### config.mk
export PLATFORM = sky130hd
export DESIGN_NAME = transmisor
export DESIGN_NICKNAME = d
export VERILOG_FILES = /design/src/rtl/transmisor.sv
export SDC_FILE = /design/constraint.sdc
export NUM_CORES = 1
export LEC_CHECK = 0
export ABC_AREA = 1
export CAP_MARGIN = 25
export CORE_MARGIN = 10
export CORE_UTILIZATION = 31
export CTS_BUF_LIST = sky130_fd_sc_hd__clkbuf_16
export CTS_CLUSTER_SIZE = 8
export DETAILED_ROUTE_END_ITERATION = 12
export GPL_ROUTABILITY_DRIVEN = 0
export GPL_TIMING_DRIVEN = 0
export SYNTH_ARGS = -nofsm -noshare
export SYNTH_HDL_FRONTEND = slang
export SYNTH_SLANG_ARGS = --single-unit
### constraint.sdc
create_clock -name CLK -period 1.5 [get_ports CLK]
set_input_delay 0.375 -clock CLK [delete_from_list [all_inputs] [get_ports CLK]]
set_output_delay 0.375 -clock CLK [all_outputs]
set_load 0.01 [all_outputs]
### src/rtl/transmisor.sv
// Parallel-to-serial transmitter feeding the receptor shift register: valid/ready word in, one bit per clock out.
// Optional TRANSMISOR_FRAMECNT_EN adds a 16-bit count of completed frames.
module transmisor #(
  parameter int SIZESREG   = 16,
  parameter bit MSB_FIRST  = 1'b1,
  parameter int GAP_CYCLES = 1
) (
  input  logic                CLK,
  input  logic                RST_N,
  input  logic [SIZESREG-1:0] data_in,
  input  logic                load,
  output logic                ready,
  output logic                enable,
  output logic                signal_out,
  output logic                done
`ifdef TRANSMISOR_FRAMECNT_EN
  ,
  output logic [15:0]         frame_cnt
`endif
);

  localparam int CNT_W = $clog2(SIZESREG + 1);
  localparam logic [CNT_W-1:0] LAST_BIT = CNT_W'(SIZESREG - 1);
  localparam logic [7:0]       GAP_LOAD = 8'(GAP_CYCLES - 1);

  typedef enum logic [1:0] {IDLE, SHIFT, GAP} state_t;

  state_t              state, state_d;
  logic [SIZESREG-1:0] sreg, sreg_d;
  logic [CNT_W-1:0]    bit_cnt, bit_cnt_d;
  logic [7:0]          gap_cnt, gap_cnt_d;
  logic                ready_d, enable_d, signal_d, done_d;

  // NOTE: registers take non-blocking assignments so every flop samples pre-edge values.
  // NOTE: reset is synchronous; the plain datapath registers are cleared too so the line idles low.
  always_ff @(posedge CLK) begin
    if (!RST_N) begin
      state      <= IDLE;
      sreg       <= '0;
      bit_cnt    <= '0;
      gap_cnt    <= '0;
      ready      <= 1'b1;
      enable     <= 1'b0;
      signal_out <= 1'b0;
      done       <= 1'b0;
    end else begin
      state      <= state_d;
      sreg       <= sreg_d;
      bit_cnt    <= bit_cnt_d;
      gap_cnt    <= gap_cnt_d;
      ready      <= ready_d;
      enable     <= enable_d;
      signal_out <= signal_d;
      done       <= done_d;
    end
  end

  always_comb begin
    state_d = state;
    case (state)
      IDLE:    if (load) state_d = SHIFT;
      SHIFT:   if (bit_cnt == LAST_BIT) state_d = GAP;
      GAP:     if (gap_cnt == '0) state_d = IDLE;
      default: state_d = IDLE;
    endcase
  end

  // NOTE: every signal gets a default first, so no path through the case can infer a latch.
  always_comb begin
    sreg_d    = sreg;
    bit_cnt_d = bit_cnt;
    gap_cnt_d = gap_cnt;
    ready_d   = 1'b0;
    enable_d  = 1'b0;
    signal_d  = 1'b0;
    done_d    = 1'b0;
    case (state)
      IDLE: begin
        if (load) begin
          sreg_d    = data_in;
          bit_cnt_d = '0;
          enable_d  = 1'b1;
          signal_d  = MSB_FIRST ? data_in[SIZESREG-1] : data_in[0];
        end else begin
          ready_d = 1'b1;
        end
      end
      SHIFT: begin
        bit_cnt_d = bit_cnt + 1'b1;
        sreg_d    = MSB_FIRST ? (sreg << 1) : (sreg >> 1);
        if (bit_cnt == LAST_BIT) begin
          done_d    = 1'b1;
          gap_cnt_d = GAP_LOAD;
        end else begin
          // The bit presented next is the one that lands on the output end after this shift.
          enable_d = 1'b1;
          signal_d = MSB_FIRST ? sreg_d[SIZESREG-1] : sreg_d[0];
        end
      end
      GAP: begin
        if (gap_cnt == '0) ready_d = 1'b1;
        else               gap_cnt_d = gap_cnt - 1'b1;
      end
      default: ;
    endcase
  end

`ifdef TRANSMISOR_FRAMECNT_EN
  // Counts only frames that reach their done pulse; an aborted frame never sets done_d.
  always_ff @(posedge CLK) begin
    if (!RST_N)      frame_cnt <= '0;
    else if (done_d) frame_cnt <= frame_cnt + 16'd1;
  end
`endif

endmodule

Word level (Yosys, flattened, before mapping):

Cells that the tools add are included.

* register bits: 34
* output and inout port bits: 4

* equality and inequality tests: 7
* reductions and logical operators: 8
* add/subtract/negate cells: 2
* multiplexer cells: 21

Operator list (count)
* $pmux 15 s2: 1
* $mux 8: 2
* $pmux 8 s2: 1
* $mux 15: 1
* $pmux 5 s2: 1
* $logic_not 8->1: 1
* $ne 2x2->1 const B: 4
* $sub 8x1->8 const B: 1
* $mux 1: 7
* $mux 2: 3
* $pmux 1 s2: 3
* $pmux 2 s3: 1
* $reduce_and 3->1: 2
* $add 5x1->5 const B: 1
* $eq 5x4->1 const B: 1
* $mux 5: 1
* $reduce_and 2->1: 2
* $reduce_bool 2->1: 2
* $eq 2x1->1 const B: 1
* $eq 2x2->1 const B: 1
* $logic_not 2->1: 1

Depth between registers and ports, before layout:

Gate-level depths: netlist (run 1).

* word-level depth: 3
* mapped depth: 11
* depth with buffers taken out: 11

Worst setup path after synthesis (run 1):

OpenSTA, ideal clock, no wires.

* path type: reg2reg
* from: reg bit_cnt[0]
* to: reg gap_cnt[7]
* arrival: 1.349 ns
* slack: 0.033 ns
* stages on the path, launching flop included: 12
* clock period less this slack: 1.467 ns
* library setup time: 0.117 ns
* path through: dfxtp_1 -> ha_1 -> inv_1 -> nor3_1 -> ha_1 -> inv_1 -> nor2_4 -> inv_2 -> o21ai_4 -> nor2_1 -> nor2_1 -> nor2_1

* cells in the longest elaborated chain, start to end: 3

Ends and longest elaborated chain
* from (decl): line 30 `logic [CNT_W-1:0] bit_cnt, bit_cnt_d;`
* from (signal assigned): line 49 `bit_cnt <= bit_cnt_d;`
* $eq 5x4->1: line 91 `if (bit_cnt == LAST_BIT) begin`
* $ne 2x2->1 (no line)
* $reduce_and 3->1 (no line)
* to (signal assigned): line 50 `gap_cnt <= gap_cnt_d;`
* to (decl): line 31 `logic [7:0] gap_cnt, gap_cnt_d;`

Every way passes these cells.
A chain may end at the register's enable or synchronous reset.

Worst setup path after layout (run 1):

Same ends and word-level chain as after synthesis.

==> flow_metrics.tcl, run 1 <==
set metrics [dict create \
    status "complete, but fails checks" \
    violations "setup timing" \
    hold_path_class "reg2reg" \
    h-tree-depth 2 \
    synth_fa_ha_area_frac 0.0311 \
    clk_pin_slew_worst_paths_ns 0.05 \
    io_pins 23 \
    clk_latency_ns 0.27 \
    ys_ff_latch 34 \
    start_kind "flop" \
    synth-xor-area-share 0.0109 \
    peakVddDrop_v 0.000536 \
    setup_viol 1 \
    drtIter0Drc 83 \
    crit_fanout 8 \
    grt_first_pass_wirelength_mm 6.34 \
    seq_area_frac_synth 0.423 \
    die_area_mm2 0.00847 \
    grt_pass1_vias 1394 \
    post-place-ws_ns -0.243 \
    io_buffers 22 \
    cp_top_family "simple AND/OR/NAND/NOR gates" \
    fin_cells 326 \
    hpwlAfterDp_mm 2.63 \
    drive_gt1_frac 0.172 \
    drv_slew 0 \
    clkSinkCount 34 \
    syn-cell-area_mm2 0.00161 \
    antenna_left 0 \
    post-route-drc-count 0 \
    critPathKind "reg2reg" \
    vias_per_cell 4.59 \
    hold_viol 0 \
    p_per_area_mw_per_mm2 1070 \
    grt_max_degree 11 \
    rsz0062_at_grt "yes" \
    ys.warnings.count 0 \
    drt_pass1_iterations 4 \
    synth_simple_gate_area_frac 0.274 \
    yosysUniqueCellTypes 26 \
    wirelength_mm 3.90 \
    synthMuxAreaShare 0 \
    start_util 0.317 \
    worst_slew_pin_slew_ns 0.436 \
    drt-wirelength-per-cell_um 12.0 \
    synth_top_family_by_area "simple AND/OR/NAND/NOR gates" \
    final_cell_mix "54 x nand2_1, 31 x dfxtp_1, 24 x nor2_1, 20 x o21ai_0, 18 x clkdlybuf4s50_1" \
    crit_chain "ha_4 -> inv_4 -> nor3_4 -> ha_2 -> inv_2 -> nor2_4 -> inv_2 -> o21ai_4 -> nor2_1 -> nor2_1 -> nor2_1" \
    clk_path_buf_depth 2 \
    syn2layout_area_growth_pct 36.2 \
    worstPathArrival_ns 1.70 \
    cap_violations 0 \
    fin_ws_ns -0.0363 \
    fin_skew_ns 0.00209 \
    crit_slowest_cell "dfxtp_2" \
    vias 1495 \
    dp.cells 313 \
    die_x_um 92.0 \
    cts_tree "done" \
    rows 26 \
    slew_headroom 0.709 \
    crit_top_cell "nor2_1" \
    die_h_um 92.0 \
    antenna_found_initial 0 \
    cp_data_required_time_ns 1.66 \
    grt_overflow 0 \
    track_usage 0.0912 \
    synth_nets 244 \
    critical_path_buf_inv_count 3 \
    synth_compound_area_frac 0.184 \
    p_leak_nw 0.925 \
    fill_cells 546 \
    numCtsBuffers 5 \
    slowest_delay_ns 0.35 \
    layout_commonest_cell "nand2_1" \
    n_antenna_cell 0 \
    synthCells 221 \
    nets 279 \
    period_needed_ns 1.54 \
    finalCritPeriodShare 1.02 \
    fmax_ghz 0.651 \
    syn_area_per_cell_um2 7.28 \
    cts_root_buf "clkbuf_16" \
    cp-end-kind "flop" \
    core_area_mm2 0.00507 \
]
logic make-up (layout without fill, tap and decap cells):
kind of cell / count (synthesis) / in the layout
and+or+nand+nor: 101 / 102
AOI/OAI and AO/OA: 51 / 51
DFF: 34 / 34
buffers and inverters: 29 / 63
adders and majority gates: 4 / 4
xor gates and xnor gates: 2 / 2
final timing paths:
check                            end  slack (ns)  cells past startpoint                    start
max reg2reg  gap_cnt[7]$_SDFFE_PN0P_       -0.04                     11  bit_cnt[0]$_SDFFE_PN0P_
min reg2reg  bit_cnt[3]$_SDFFE_PN0P_        0.46                      2  bit_cnt[3]$_SDFFE_PN0P_
max          gap_cnt[7]$_SDFFE_PN0P_       -0.04                     11  bit_cnt[0]$_SDFFE_PN0P_
min          bit_cnt[3]$_SDFFE_PN0P_        0.46                      2  bit_cnt[3]$_SDFFE_PN0P_
Yosys cell counts:
master	instances	share of area
nand4_1	2	0.0078
ha_1	4	0.031
nor2_1	24	0.056
a31oi_1	14	0.054
a22oi_1	1	0.0047
buf_4	1	0.0047
nor2_4	4	0.028
inv_1	19	0.044
o21ai_4	1	0.010
buf_2	4	0.012
dfxtp_1	34	0.42
o21a_1	2	0.0093
nor2_2	2	0.0078
or2_2	1	0.0039
nand3_1	7	0.022
a21oi_1	12	0.037
o21ai_0	20	0.062
xnor2_1	1	0.0054
nor3_1	2	0.0062
clkbuf_1	2	0.0047
buf_6	1	0.0070
a221oi_1	1	0.0054
inv_2	2	0.0047
nand2_1	56	0.13
nand2_2	3	0.012
xor2_1	1	0.0054
metrics by stage:
stage          setup TNS (ns)  area (um^2)  hold slack (ns)  utilization  total power, W
2_1_floorplan               0         1610            0.440            -         0.00112
3_3_place_gp            -3.54         1920            0.452        0.378         0.00122
3_5_place_dp            -3.92         1920            0.456        0.378         0.00122
4_1_cts               -0.0563         2130            0.468        0.420         0.00237
5_1_grt                -0.736         2190            0.498        0.432         0.00245
6_report              -0.0363         2190            0.465        0.432         0.00235
report_power, final:
part / internal (W) / switching (W)
Combinational: 0.000114 / 0.000123
Clock: 0.000767 / 0.000364
Sequential: 0.000956 / 0.0000233
Total: 0.00184 / 0.000510
flip-flops by register name, summed over array words and instances (netlist names):
| name | cells |
|---|---|
| bit_cnt | 5 |
| done | 1 |
| enable | 1 |
| gap_cnt | 8 |
| ready | 1 |
| signal_out | 1 |
| sreg | 15 |
| state | 2 |
tightest hold or removal path, delay by kind of cell (launching register included):
family,cells,cell delay [ns]
AOI/OAI and AO/OA,1,0.05
and+or+nand+nor,1,0.06
DFF,1,0.31
layer usage:
metal  vias up  part of all wire  track usage
li1        791                 -            -
met2        27              0.48        0.149
met5         -                 0            0
met4         0             0.018       0.0373
met3         6             0.056       0.0407
met1       671              0.45        0.101
area by class of cell:
type,count,area [um^2],share of cell area
clock buffer,5,125,0.0571
tap,70,87.6,0.0400
inverter,21,81.3,0.0371
buffer,8,52.6,0.0240
sequential,34,684,0.312
multi-input combinational,159,855,0.390
clock inverter,2,33.8,0.0154
timing repair buffer,27,273,0.124
what timing repair did:
| item | CTS | global route |
|---|---|---|
| endpoints found under the setup margin | 10 | 17 |
| pin swaps | 4 | 7 |
| hold buffers | 0 | 0 |
| gates resized for setup | 7 | 18 |
| gates cloned | 1 | 0 |
| setup buffers | 4 | 1 |
Power figures use the tool's default switching activity.
==> run 2: changes to the inputs <==
GPL_TIMING_DRIVEN = not set   (was 0)
HOLD_SLACK_MARGIN = 0.08   (was not set)
==> flow_metrics.tcl, run 2 (synthesized netlist as in run 1, its figures left out) <==
set metrics [dict create \
    status "complete, but fails checks" \
    violations "setup timing" \
    syn2layout_area_growth_pct 40.7 \
    wirelength_mm 3.74 \
    setup_viol 1 \
    grt_max_degree 18 \
    numCtsBuffers 5 \
    crit_slowest_cell "dfxtp_2" \
    grt_pass1_vias 1491 \
    worstPathArrival_ns 1.69 \
    p_leak_nw 0.951 \
    p_int_w 0.00203 \
    finalCritPeriodShare 1.01 \
    rows 26 \
    power_w 0.00258 \
    nets 288 \
    drive_gt1_frac 0.203 \
    drt-wirelength-per-cell_um 11.1 \
    cts_root_buf "clkbuf_16" \
    clk_latency_ns 0.28 \
    critPathKind "reg2reg" \
    hpwlAfterDp_mm 2.71 \
    met3_length_um 180 \
    start_util 0.317 \
    p_per_area_mw_per_mm2 1140 \
    die_h_um 92.0 \
    period_needed_ns 1.51 \
    wl_met1_mm 1.77 \
    io_pins 23 \
    seqPwrFrac 0.379 \
    hold_viol 0 \
    cts_tree "done" \
    crit_chain "ha_4 -> inv_2 -> nor3_2 -> ha_2 -> inv_2 -> nor2_4 -> inv_2 -> o21ai_4 -> nor2_1 -> nor2_1 -> nor2_1" \
    layout_commonest_cell "nand2_1" \
    core_area_mm2 0.00507 \
    cp_top_family "simple AND/OR/NAND/NOR gates" \
    h-tree-depth 2 \
    die_x_um 92.0 \
    grt_overflow 0 \
    track_usage 0.0938 \
    slew_headroom 0.822 \
    fin_skew_ns 0.00609 \
    rsz0062_at_grt "yes" \
    vias 1516 \
    hold_path_class "reg2reg" \
    critical_path_buf_inv_count 3 \
    die_area_mm2 0.00847 \
    vias_per_cell 4.51 \
    wl_met2_mm 1.73 \
    clkSinkCount 34 \
    drtIter0Drc 51 \
    cp-end-kind "flop" \
    clock_power_share 0.526 \
    start_kind "flop" \
    n_antenna_cell 0 \
    crit_fanout 8 \
    antenna_found_initial 0 \
    power_switching_w 0.000546 \
    clk_pin_slew_worst_paths_ns 0.06 \
    dp.cells 326 \
    io_buffers 22 \
    post-route-drc-count 0 \
    antenna_left 0 \
    fin_util 0.446 \
    peakVddDrop_v 0.000487 \
    comb_power_share 0.095 \
    final_cell_mix "55 x nand2_1, 32 x dfxtp_1, 24 x nor2_1, 23 x buf_4, 20 x o21ai_0" \
    largest_register_ffs 15 \
    highest_layer "met4" \
    slowest_delay_ns 0.35 \
    cap_violations 0 \
    fin_ws_ns -0.00878 \
    reg.largest.list "sreg x15, gap_cnt x8, bit_cnt x5" \
    fmax_ghz 0.663 \
    drv_slew 0 \
    regMostFlops "sreg" \
    drt_pass1_iterations 4 \
    grt_first_pass_wirelength_mm 6.53 \
    clk_path_buf_depth 2 \
    fin_cells 336 \
    swShare 0.212 \
    cp_data_required_time_ns 1.68 \
    worst_slew_pin_slew_ns 0.267 \
]
-- run 2: changes by cell type in the layout (fill, tap and decap cells not counted), sizes merged --
cell,previous run,this run
bufinv,1,2
buf,11,23
nor2,31,30
clkbuf,7,5
dlymetal6s2s,2,0
dlygate4sd2,2,4
-- run 2: what timing repair did --
item,4_1_cts,5_1_grt
pin swaps,2,5
hold buffers,0,0
gates resized for setup,9,6
endpoints found under the setup margin,12,9
setup buffers,1,1
-- run 2: layout make-up --
| cell class | instances | area, um^2 |
|---|---|---|
| fillers | 549 | 2810 |
| clock buffers | 5 | 125 |
| flip-flops and latches | 34 | 683 |
| clock inverters | 3 | 68.8 |
| repair buffers | 45 | 388 |
| inverters | 21 | 78.8 |
| multi-input cells | 158 | 833 |
| well taps | 70 | 87.6 |
-- run 2: final timing paths --
kind                                         startpoint                      end  slack (ns)  depth (start not counted)
worst min-delay path               sreg[0]$_SDFFE_PN0P_     sreg[0]$_SDFFE_PN0P_        0.46                          2
worst max-delay path            bit_cnt[0]$_SDFFE_PN0P_  gap_cnt[7]$_SDFFE_PN0P_      -0.009                         11
worst max register to register  bit_cnt[0]$_SDFFE_PN0P_  gap_cnt[7]$_SDFFE_PN0P_      -0.009                         11
worst min register to register     sreg[0]$_SDFFE_PN0P_     sreg[0]$_SDFFE_PN0P_        0.46                          2
-- run 2: power by group through the flow --
stage          combinational [W]  sequential, W  clock [W]
2_1_floorplan           0.000129       0.000994          0
3_3_place_gp            0.000241       0.000995          0
3_5_place_dp            0.000245       0.000995          0
4_1_cts                 0.000242       0.000976    0.00139
5_1_grt                 0.000273       0.000983    0.00143
6_report                0.000245       0.000978    0.00136
-- run 2: per-stage QoR --
step / hold slack [ns] / TNS [ns] / setup WS, ns / cell area, um^2
detailed placement: 0.458 / -2.02 / -0.132 / 2030
CTS: 0.466 / -0.0258 / -0.0258 / 2230
global placement: 0.449 / -1.26 / -0.104 / 2030
finish: 0.463 / -0.00878 / -0.00878 / 2260
floorplan: 0.440 / 0 / 0.0335 / 1610
global route: 0.496 / -0.615 / -0.111 / 2260
-- run 2: worst reg2reg max path, cell delays in order (launching register included) --
cell	delay [ns]
dfxtp_2	0.35
ha_4	0.14
inv_2	0.03
nor3_2	0.11
ha_2	0.21
inv_2	0.04
nor2_4	0.11
inv_2	0.07
o21ai_4	0.11
nor2_1	0.07
nor2_1	0.11
nor2_1	0.04
-- run 2: routing by layer --
| metal | GRT usage | up-vias |
|---|---|---|
| li1 | - | 810 |
| met5 | 0 | - |
| met4 | 0.0424 | 0 |
| met2 | 0.144 | 24 |
| met3 | 0.0440 | 6 |
| met1 | 0.109 | 676 |
==> run 3: changes to the inputs <==
clock period = 1.8 ns   (was 1.5 ns; I/O delays follow)
==> flow_metrics.tcl, run 3 (synthesized netlist as in run 1, its figures left out) <==
set metrics [dict create \
    status "finished, final reports clean" \
    worstPathArrival_ns 1.79 \
    drt_pass1_iterations 4 \
    vias_per_cell 4.60 \
    rsz0062_at_grt "no" \
    die_area_mm2 0.00847 \
    critPathKind "reg2reg" \
    cp_data_required_time_ns 1.98 \
    hpwlAfterDp_mm 2.56 \
    die_h_um 92.0 \
    dp.cells 311 \
    io_pins 23 \
    regMostFlops "sreg" \
    period_needed_ns 1.61 \
    p_int_w 0.00169 \
    clkSinkCount 34 \
    clk_path_buf_depth 2 \
    setup_viol 0 \
    vias 1468 \
    h-tree-depth 2 \
    cp-end-kind "flop" \
    clk_pin_slew_worst_paths_ns 0.06 \
    clk_latency_ns 0.28 \
    n_antenna_cell 0 \
    postCtsHoldBufs 0 \
    crit_chain "ha_1 -> inv_1 -> nor3_1 -> ha_1 -> inv_1 -> nor2_4 -> inv_2 -> o21ai_4 -> nor2_1 -> nor2_1 -> nor2_1" \
    die_x_um 92.0 \
    peakVddDrop_v 0.000473 \
    fill_cells 542 \
    crit_slowest_cell "dfxtp_1" \
    slew_headroom 0.782 \
    multiInputGateArea_um2 803 \
    fin_util 0.421 \
    finalCritPeriodShare 0.897 \
    worst_slew_pin_slew_ns 0.326 \
    clock_power_share 0.528 \
    core_area_mm2 0.00507 \
    highest_layer "met4" \
    cts_root_buf "clkbuf_16" \
    track_usage 0.0867 \
    rows 26 \
    hold_ws_ns 0.445 \
    swShare 0.210 \
    drtIter0Drc 83 \
    grt_first_pass_wirelength_mm 6.08 \
    drt-wirelength-per-cell_um 11.2 \
    fmax_ghz 0.619 \
    grt_max_degree 30 \
    cts_tree "done" \
    start_util 0.317 \
    p_leak_nw 0.869 \
    power_switching_w 0.000449 \
    grt_pass1_vias 1348 \
    layout_commonest_cell "nand2_1" \
    drv_slew 0 \
    cap_violations 0 \
    antenna_left 0 \
    drive_gt1_frac 0.112 \
    slowest_delay_ns 0.35 \
    fin_cells 319 \
    cts_setup_buffers 0 \
    nets 271 \
    wl_met1_mm 1.72 \
    setup_tns_ns 0 \
    grt_overflow 0 \
    fin_skew_ns 0.00345 \
    numCtsBuffers 5 \
    power_w 0.00214 \
    hold_path_class "reg2reg" \
    critical_path_buf_inv_count 3 \
    hold_viol 0 \
    wl_met2_mm 1.63 \
    antenna_found_initial 0 \
    p_per_area_mw_per_mm2 1000 \
    final_cell_mix "56 x nand2_1, 33 x dfxtp_1, 24 x nor2_1, 22 x clkdlybuf4s50_1, 20 x o21ai_0" \
    wirelength_mm 3.56 \
    post-route-drc-count 0 \
    io_buffers 22 \
    largest_register_ffs 15 \
    syn2layout_area_growth_pct 32.7 \
    comb_power_share 0.090 \
    met3_length_um 141 \
    cp_top_family "simple AND/OR/NAND/NOR gates" \
    reg.largest.list "sreg x15, gap_cnt x8, bit_cnt x5" \
    seqPwrFrac 0.382 \
    cts-resized-gates 0 \
    seqCellArea_um2 682 \
    crit_fanout 8 \
    start_kind "flop" \
    crit_top_cell "nor2_1" \
]
==> run 3: cell types whose count changed in the layout (fill, tap and decap cells not counted), moves of 2 or more <==
cell,before,now
inv_2,4,2
clkdlybuf4s50_1,18,22
a21oi_2,2,0
ha_1,2,4
buf_4,23,4
a21oi_1,10,12
buf_12,0,2
inv_1,17,19
dlygate4sd2_1,4,0
==> run 3: per-layer routing <==
metal | up-vias | GRT usage
met5 | - | 0
met2 | 20 | 0.132
met3 | 7 | 0.0326
li1 | 775 | -
met4 | 0 | 0.0386
met1 | 666 | 0.106
==> run 3: worst register-to-register path, cell delays in order (launching register included) <==
cell and delay [ns]:
dfxtp_1 0.35, ha_1 0.15, inv_1 0.06, nor3_1 0.16
ha_1 0.20, inv_1 0.07, nor2_4 0.14, inv_2 0.07
o21ai_4 0.10, nor2_1 0.07, nor2_1 0.11, nor2_1 0.04
==> run 3: cell type report <==
cell class	count	area share
Multi-Input combinational cell	158	0.376
Sequential cell	34	0.319
Tap cell	70	0.0410
Clock buffer	5	0.0586
Inverter	21	0.0369
Clock inverter	3	0.0322
Timing Repair Buffer	28	0.136
==> run 3: final timing paths <==
kind                      startpoint  slack [ns]                      end  cells past startpoint
min          bit_cnt[0]$_SDFFE_PN0P_        0.45  bit_cnt[0]$_SDFFE_PN0P_                      1
max          bit_cnt[1]$_SDFFE_PN0P_        0.19  gap_cnt[7]$_SDFFE_PN0P_                     11
min reg2reg  bit_cnt[0]$_SDFFE_PN0P_        0.45  bit_cnt[0]$_SDFFE_PN0P_                      1
max reg2reg  bit_cnt[1]$_SDFFE_PN0P_        0.19  gap_cnt[7]$_SDFFE_PN0P_                     11
==> run 3: stage by stage <==
step                setup slack (ns)  cell area [um^2]
floorplan                      0.333              1610
global placement               0.142              1940
detailed placement             0.107              1940
CTS                            0.129              2130
global route                  0.0165              2140
finish                         0.185              2140
==> run 3: power groups by stage <==
stage | Clock, W | Combinational (W) | Sequential [W]
floorplan | 0 | 0.000108 | 0.000828
detailed placement | 0 | 0.000197 | 0.000830
CTS | 0.00114 | 0.000197 | 0.000815
global placement | 0 | 0.000194 | 0.000830
finish | 0.00113 | 0.000193 | 0.000815
global route | 0.00118 | 0.000216 | 0.000821
